**config.mk**
```make
export PLATFORM = sky130hd
export DESIGN_NAME = vga_data_bank_flat
export DESIGN_NICKNAME = d
export VERILOG_FILES = /design/src/rtl/vga_data_bank_pkg.sv /design/src/rtl/vga_data_bank_if.sv /design/src/rtl/vga_bank_write_check.sv /design/src/rtl/vga_data_bank.sv /design/src/flat_wrapper.sv
export SDC_FILE = /design/constraint.sdc
export NUM_CORES = 1
export LEC_CHECK = 0
export CAP_MARGIN = 20
export CORE_MARGIN = 5
export CORE_UTILIZATION = 38
export DETAILED_ROUTE_END_ITERATION = 7
export GPL_TIMING_DRIVEN = 0
export SETUP_SLACK_MARGIN = 0.1
export SLEW_MARGIN = 30
export SYNTH_ARGS = -nofsm -noshare
export SYNTH_HDL_FRONTEND = slang
export SYNTH_SLANG_ARGS = --single-unit
```
**constraint.sdc**
```tcl
create_clock -name CLK -period 2.4 [get_ports CLK]
set_input_delay 0.48 -clock CLK [delete_from_list [all_inputs] [get_ports CLK]]
set_output_delay 0.48 -clock CLK [all_outputs]
set_load 0.02 [all_outputs]
```
**src/rtl/vga_data_bank_pkg.sv**
```systemverilog
// rtl/vga_data_bank_pkg.sv - shared constants, register map and state encoding for the VGA data bank
package vga_data_bank_pkg;

  localparam int NUM_REGS = 12;
  localparam int DATA_W   = 8;
  localparam int ADDR_W   = 4;

  localparam logic [DATA_W-1:0] MAX_BCD    = 8'd99;
  localparam logic [DATA_W-1:0] CURSOR_MAX = 8'd9;

  localparam logic [ADDR_W-1:0] ADDR_SEG_RELOJ  = 4'd0;
  localparam logic [ADDR_W-1:0] ADDR_MIN_RELOJ  = 4'd1;
  localparam logic [ADDR_W-1:0] ADDR_HOR_RELOJ  = 4'd2;
  localparam logic [ADDR_W-1:0] ADDR_DAY_RELOJ  = 4'd3;
  localparam logic [ADDR_W-1:0] ADDR_MON_RELOJ  = 4'd4;
  localparam logic [ADDR_W-1:0] ADDR_YEAR_RELOJ = 4'd5;
  localparam logic [ADDR_W-1:0] ADDR_SEG_CRONO  = 4'd6;
  localparam logic [ADDR_W-1:0] ADDR_MIN_CRONO  = 4'd7;
  localparam logic [ADDR_W-1:0] ADDR_HOR_CRONO  = 4'd8;
  localparam logic [ADDR_W-1:0] ADDR_RING_CRONO = 4'd9;
  localparam logic [ADDR_W-1:0] ADDR_ACT_CRONO  = 4'd10;
  localparam logic [ADDR_W-1:0] ADDR_CURSOR     = 4'd11;

  localparam logic [ADDR_W-1:0] LAST_IDX = ADDR_W'(NUM_REGS - 1);

  typedef enum logic {
    IDLE = 1'b0,
    COPY = 1'b1
  } state_e;

endpackage

```
**src/rtl/vga_data_bank_if.sv**
```systemverilog
// rtl/vga_data_bank_if.sv - write port, blanking strobe and display read port of the VGA data bank
interface vga_data_bank_if;
  import vga_data_bank_pkg::*;

  logic [ADDR_W-1:0] WrAddr;
  logic [DATA_W-1:0] WrData;
  logic              WrValid;
  logic              WrReady;
  logic              WrError;
  logic              VBlankStart;
  logic [ADDR_W-1:0] MemAddr;
  logic [DATA_W-1:0] MemData;
  logic              CopyBusy;

  modport master (
    output WrAddr, WrData, WrValid, VBlankStart, MemAddr,
    input  WrReady, WrError, MemData, CopyBusy
  );

  modport slave (
    input  WrAddr, WrData, WrValid, VBlankStart, MemAddr,
    output WrReady, WrError, MemData, CopyBusy
  );

endinterface

```
**src/rtl/vga_bank_write_check.sv**
```systemverilog
// rtl/vga_bank_write_check.sv - combinational legality check and masking of one control-side write
module vga_bank_write_check
  import vga_data_bank_pkg::*;
(
  input  logic [ADDR_W-1:0] addr_i,
  input  logic [DATA_W-1:0] data_i,
  output logic              ok_o,
  output logic [DATA_W-1:0] data_o
);

  always_comb begin
    ok_o   = 1'b0;
    data_o = data_i;
    if (addr_i <= ADDR_HOR_CRONO) begin
      ok_o = (data_i <= MAX_BCD);
    end else if (addr_i == ADDR_RING_CRONO || addr_i == ADDR_ACT_CRONO) begin
      // flags keep only their lsb, so any data byte is acceptable
      ok_o   = 1'b1;
      data_o = {{(DATA_W-1){1'b0}}, data_i[0]};
    end else if (addr_i == ADDR_CURSOR) begin
      ok_o = (data_i <= CURSOR_MAX);
    end
  end

endmodule

```
**src/rtl/vga_data_bank.sv**
```systemverilog
// rtl/vga_data_bank.sv - working/display register banks with a per-frame snapshot copy engine
module vga_data_bank
  import vga_data_bank_pkg::*;
(
  input  logic           CLK,
  input  logic           RESET,
  vga_data_bank_if.slave bus
);

  logic [DATA_W-1:0] work_q [NUM_REGS];
  logic [DATA_W-1:0] disp_q [NUM_REGS];
  state_e            state_q;
  logic              dirty_q;
  logic [ADDR_W-1:0] idx_q;
  logic              wr_ready_q;
  logic              wr_error_q;
  logic              copy_busy_q;
  logic [DATA_W-1:0] mem_data_q;
  logic [DATA_W-1:0] mem_data_d;

  logic              chk_ok;
  logic [DATA_W-1:0] chk_data;
  logic              accept;
  logic              wr_ok;

  vga_bank_write_check u_check (
    .addr_i (bus.WrAddr),
    .data_i (bus.WrData),
    .ok_o   (chk_ok),
    .data_o (chk_data)
  );

  assign accept = bus.WrValid && wr_ready_q;
  assign wr_ok  = accept && chk_ok;

  // addresses past the map fall through to zero
  always_comb begin
    mem_data_d = '0;
    for (int i = 0; i < NUM_REGS; i++) begin
      if (bus.MemAddr == ADDR_W'(i)) mem_data_d = disp_q[i];
    end
  end

  always_ff @(posedge CLK or negedge RESET) begin
    if (!RESET) begin
      for (int i = 0; i < NUM_REGS; i++) begin
        work_q[i] <= '0;
        disp_q[i] <= '0;
      end
      state_q     <= IDLE;
      dirty_q     <= 1'b0;
      idx_q       <= '0;
      wr_ready_q  <= 1'b0;
      wr_error_q  <= 1'b0;
      copy_busy_q <= 1'b0;
      mem_data_q  <= '0;
    end else begin
      mem_data_q <= mem_data_d;
      wr_error_q <= 1'b0;
      case (state_q)
        IDLE: begin
          wr_ready_q <= 1'b1;
          if (accept) begin
            wr_error_q <= !chk_ok;
            for (int i = 0; i < NUM_REGS; i++) begin
              if (chk_ok && bus.WrAddr == ADDR_W'(i)) work_q[i] <= chk_data;
            end
          end
          // a write landing on the blanking edge is already in work_q when the copy starts
          if (bus.VBlankStart && (dirty_q || wr_ok)) begin
            state_q     <= COPY;
            idx_q       <= '0;
            dirty_q     <= 1'b0;
            wr_ready_q  <= 1'b0;
            copy_busy_q <= 1'b1;
          end else begin
            dirty_q <= dirty_q || wr_ok;
          end
        end
        COPY: begin
          for (int i = 0; i < NUM_REGS; i++) begin
            if (idx_q == ADDR_W'(i)) disp_q[i] <= work_q[i];
          end
          if (idx_q == LAST_IDX) begin
            state_q     <= IDLE;
            idx_q       <= '0;
            wr_ready_q  <= 1'b1;
            copy_busy_q <= 1'b0;
          end else begin
            idx_q <= idx_q + ADDR_W'(1);
          end
        end
        default: state_q <= IDLE;
      endcase
    end
  end

  assign bus.WrReady  = wr_ready_q;
  assign bus.WrError  = wr_error_q;
  assign bus.MemData  = mem_data_q;
  assign bus.CopyBusy = copy_busy_q;

endmodule

```
**src/flat_wrapper.sv**
```systemverilog
// flat-port wrapper written by rule: the top's interface ports become plain ports
module vga_data_bank_flat import vga_data_bank_pkg::*;
  (CLK, RESET, bus_WrAddr, bus_WrData, bus_WrValid, bus_VBlankStart, bus_MemAddr, bus_WrReady, bus_WrError, bus_MemData, bus_CopyBusy);
  vga_data_bank_if bus_i ();
  input  logic CLK;
  input  logic RESET;
  input wire logic [$bits(bus_i.WrAddr)-1:0] bus_WrAddr;
  input wire logic [$bits(bus_i.WrData)-1:0] bus_WrData;
  input wire logic [$bits(bus_i.WrValid)-1:0] bus_WrValid;
  input wire logic [$bits(bus_i.VBlankStart)-1:0] bus_VBlankStart;
  input wire logic [$bits(bus_i.MemAddr)-1:0] bus_MemAddr;
  output wire logic [$bits(bus_i.WrReady)-1:0] bus_WrReady;
  output wire logic [$bits(bus_i.WrError)-1:0] bus_WrError;
  output wire logic [$bits(bus_i.MemData)-1:0] bus_MemData;
  output wire logic [$bits(bus_i.CopyBusy)-1:0] bus_CopyBusy;
  assign bus_i.WrAddr = bus_WrAddr;
  assign bus_i.WrData = bus_WrData;
  assign bus_i.WrValid = bus_WrValid;
  assign bus_i.VBlankStart = bus_VBlankStart;
  assign bus_i.MemAddr = bus_MemAddr;
  assign bus_WrReady = bus_i.WrReady;
  assign bus_WrError = bus_i.WrError;
  assign bus_MemData = bus_i.MemData;
  assign bus_CopyBusy = bus_i.CopyBusy;
  vga_data_bank u_core (.CLK(CLK), .RESET(RESET), .bus(bus_i));
endmodule
```
==> results.py <==
metrics = {
    "outcome": {
        "run_status": "finished, final reports clean",
    },
    "logic_synthesis": {
        "synth-edff-count": 0,
        "synthesis.nets": 722,
        "ys_top_cells_by_area": "dfrtp_1 60%, mux2_2 14%, o21ai_0 3.4%",
        "synth-seq-cells": 209,
        "syn_avg_cell_area_um2": 12.5,
        "synth-main-ff-cell": "dfrtp_1",
        "synth_seq_area_share_pct": 59.8,
        "synth_top_cell_by_area": "dfrtp_1",
        "synthCells": 698,
        "netlist_area_um2": 8740,
        "yosysMostFrequentCell": "dfrtp_1",
        "yosys_warnings": 0,
        "ys_types": 48,
        "yosys-top-cells-count": "209 x dfrtp_1, 111 x mux2_2, 77 x nand2_1",
        "synthArstFlopShare_pct": 100,
        "synth_top_area_share_pct": 59.8,
    },
    "floorplanning": {
        "start_util_pct": 38.6,
        "die_x_um": 162,
        "io_pins": 31,
        "die_y_um": 162,
        "core_area_um2": 22600,
        "die_area_um2": 26100,
        "std_cell_rows": 55,
    },
    "critical_path": {
        "cp-start-kind": "input pin",
        "endpoint": "u_core.work_q[27]$_DFFE_PN0P_",
        "worstPathRequired_ps": 2790,
        "ff2ff_path_depth": 5,
        "crit_buf_inv": 2,
        "arrival_ps": 2640,
        "crit_chain": "clkdlybuf4s50_1 > xor2_2 > a2bb2oi_2 > or3_4 > or4_1 > buf_6 > mux2_4",
        "crit_type": "in2reg",
        "r2r-start": "u_core.idx_q[3]$_DFFE_PN0P_",
        "worst-path-stages": 7,
        "startpoint": "bus_WrAddr[1]",
        "max_stage_delay_ps": 550,
        "ff2ff_setup_slack_ps": 190,
        "cp-end-kind": "flip-flop",
        "worstReg2RegEnd": "u_core.disp_q[23]$_DFFE_PN0P_",
        "cp_max_fo": 8,
        "cp_slowest_cell": "clkdlybuf4s50_1",
        "cp_top_family": "simple AND/OR/NAND/NOR gates",
    },
    "timing": {
        "rsz0062_at_grt": "yes",
        "worst_slew_pin_slew_ps": 808,
        "max_freq_mhz": 443,
        "finClkSkew_ps": 12.3,
        "setup_viol": 0,
        "fin_setup_tns_ps": 0,
        "period_share_pct": 94.0,
        "hold_viol": 0,
        "fin_crit_ps": 2260,
        "holdWs_ps": 472,
        "drv_slew": 0,
        "max-slew-margin-rel_pct": 45.9,
    },
    "drt": {
        "vias_per_cell": 5.33,
        "vias": 5663,
        "routed_wl_um": 21000,
        "drc": 0,
        "firstDrtPassIters": 5,
        "ant_nets": 0,
        "wire_per_inst_um": 19.7,
        "drt_iter0_drc": 421,
    },
    "clock_tree": {
        "htreeDepth": 1,
        "clk_pin_slew_ps": 60,
        "cts_sinks": 209,
        "clk_path_buf_depth": 3,
        "insertion_delay_ps": 510,
        "cts_buffers": 24,
        "cts-root-buf": "clkbuf_16",
        "cts_tree": "done",
    },
    "placed_design": {
        "port_buffers": 28,
        "dp_hpwl_um": 14700,
        "place.gp.congestion": 0.867,
    },
    "run": {
        "cap_violations": 0,
    },
    "cells_and_area": {
        "seqCellArea_um2": 5230,
        "drive_above_1_share_pct": 25.4,
        "fill_cells": 2055,
        "area_growth_syn_to_layout_pct": 19.4,
        "diodes": 0,
        "multiInputGateArea_um2": 3420,
        "fin_nets": 785,
    },
    "power_and_ir_drop": {
        "leakagePower_nw": 5.03,
        "powerDensity_nw_per_um2": 1000,
        "power_mw": 10.5,
        "peakVddDrop_mv": 0.457,
    },
    "grt": {
        "grt_max_degree": 75,
        "first_global_vias": 5725,
        "grt_overflow": 0,
        "grt_pass1_wl_um": 33300,
        "grt_use_total_pct": 16.2,
        "antenna_found_initial": 0,
    },
    "hold_path": {
        "min_path_cells": 2,
        "hp-class": "reg2reg",
    },
}
## cells by family (layout without fill, tap and decap cells)
logic type      after synthesis  in the layout  share of synthesized area (%)
flops                       209            209                           59.8
simple gates                189            189                           10.5
mux                         143            143                           19.6
compound gates              108            108                           7.33
buf+inv                      43            122                           1.96
fa+ha+maj                     4              4                          0.573
xor+xnor                      2              2                          0.200
## flip-flops by register name (all words and copies together), names as in the netlist
signal and flops:
u_core.dirty_q 1, u_core.bus.MemData 8, u_core.state_q 1, u_core.bus.WrReady 1
u_core.work_q 96, u_core.disp_q 96, u_core.bus.WrError 1, u_core.bus.CopyBusy 1
u_core.idx_q 4
## placed cells by master (no fill, tap or decap), drive strengths merged, types with 3 or more instances in the layout
master         count
o21ai             60
buf               15
clkbuf            58
nand2             77
nor3              16
mux4              10
a21oi             11
mux2i             18
nor2b             13
a31oi              4
ha                 4
dfrtp            209
clkdlybuf4s50     21
o22ai              6
bufinv             3
nand4              4
or4                3
nor4               4
and2              24
dlygate4sd2        5
nand2b            10
a22oi              3
mux2             115
nor2              15
a211oi             5
nand3             17
inv               15
o21a               3
## layout make-up
type / count / area share (%)
clock buffers: 36 / 7.25
repair buffers: 37 / 3.75
flip-flops and latches: 209 / 50.1
plain buffers: 28 / 1.17
multi-input cells: 446 / 32.8
inverters: 15 / 0.539
clock inverters: 6 / 1.03
well taps: 285 / 3.42
## tightest hold or removal path, cell delays in order (launching register included)
cell and delay, ps:
dfrtp_1 340, nand2_1 40, o21ai_0 60
## how the worst min path moves through the flow
stage / startpoint / to / slack, ps
floorplan: RESET / u_core.bus.CopyBusy$_DFFE_PN0P_ / 180
global placement: u_core.work_q[94]$_DFFE_PN0P_ / u_core.work_q[94]$_DFFE_PN0P_ / 460
detailed placement: RESET / u_core.work_q[13]$_DFFE_PN0P_ / 470
CTS: u_core.work_q[93]$_DFFE_PN0P_ / u_core.work_q[93]$_DFFE_PN0P_ / 480
global route: u_core.work_q[63]$_DFFE_PN0P_ / u_core.work_q[63]$_DFFE_PN0P_ / 490
finish: u_core.work_q[45]$_DFFE_PN0P_ / u_core.work_q[45]$_DFFE_PN0P_ / 470
## per-stage QoR
stage / util [%] / setup WS [ps] / instance area [um^2] / std cells
CTS: 46.0 / 132 / 10400 / 1061
global placement: 41.5 / -7980 / 9400 / 1011
detailed placement: 42.0 / -905 / 9500 / 1015
floorplan: - / 81.2 / 8760 / 698
global route: 46.1 / 66.7 / 10400 / 1062
finish: 46.1 / 145 / 10400 / 1062
## power by group
part	switching (mW)	internal [mW]	total, mW
Sequential	0.392	4.22	4.61
Clock	1.40	2.48	3.89
Combinational	1.03	0.961	1.99
Total	2.82	7.67	10.5
## routing by layer
| layer | part of all wire (%) | GRT usage [%] | up-vias |
|---|---|---|---|
| met1 | 48 | 24.1 | 2902 |
| met4 | 2.1 | 3.50 | 0 |
| met3 | 3.9 | 2.08 | 35 |
| li1 | - | - | 2608 |
| met5 | 0 | 0 | - |
| met2 | 46 | 25.7 | 118 |
## timing repair
| action | 4_1_cts | 5_1_grt |
|---|---|---|
| hold buffers | 1 | 0 |
| pin swaps | 3 | 1 |
| buffers inserted | 3 | 1 |
| gates resized for setup | 13 | 6 |
| endpoints found under the setup margin | 48 | 22 |
| hold endpoints to repair | 62 | 0 |
Note: power is estimated with default switching activity, not from simulation.
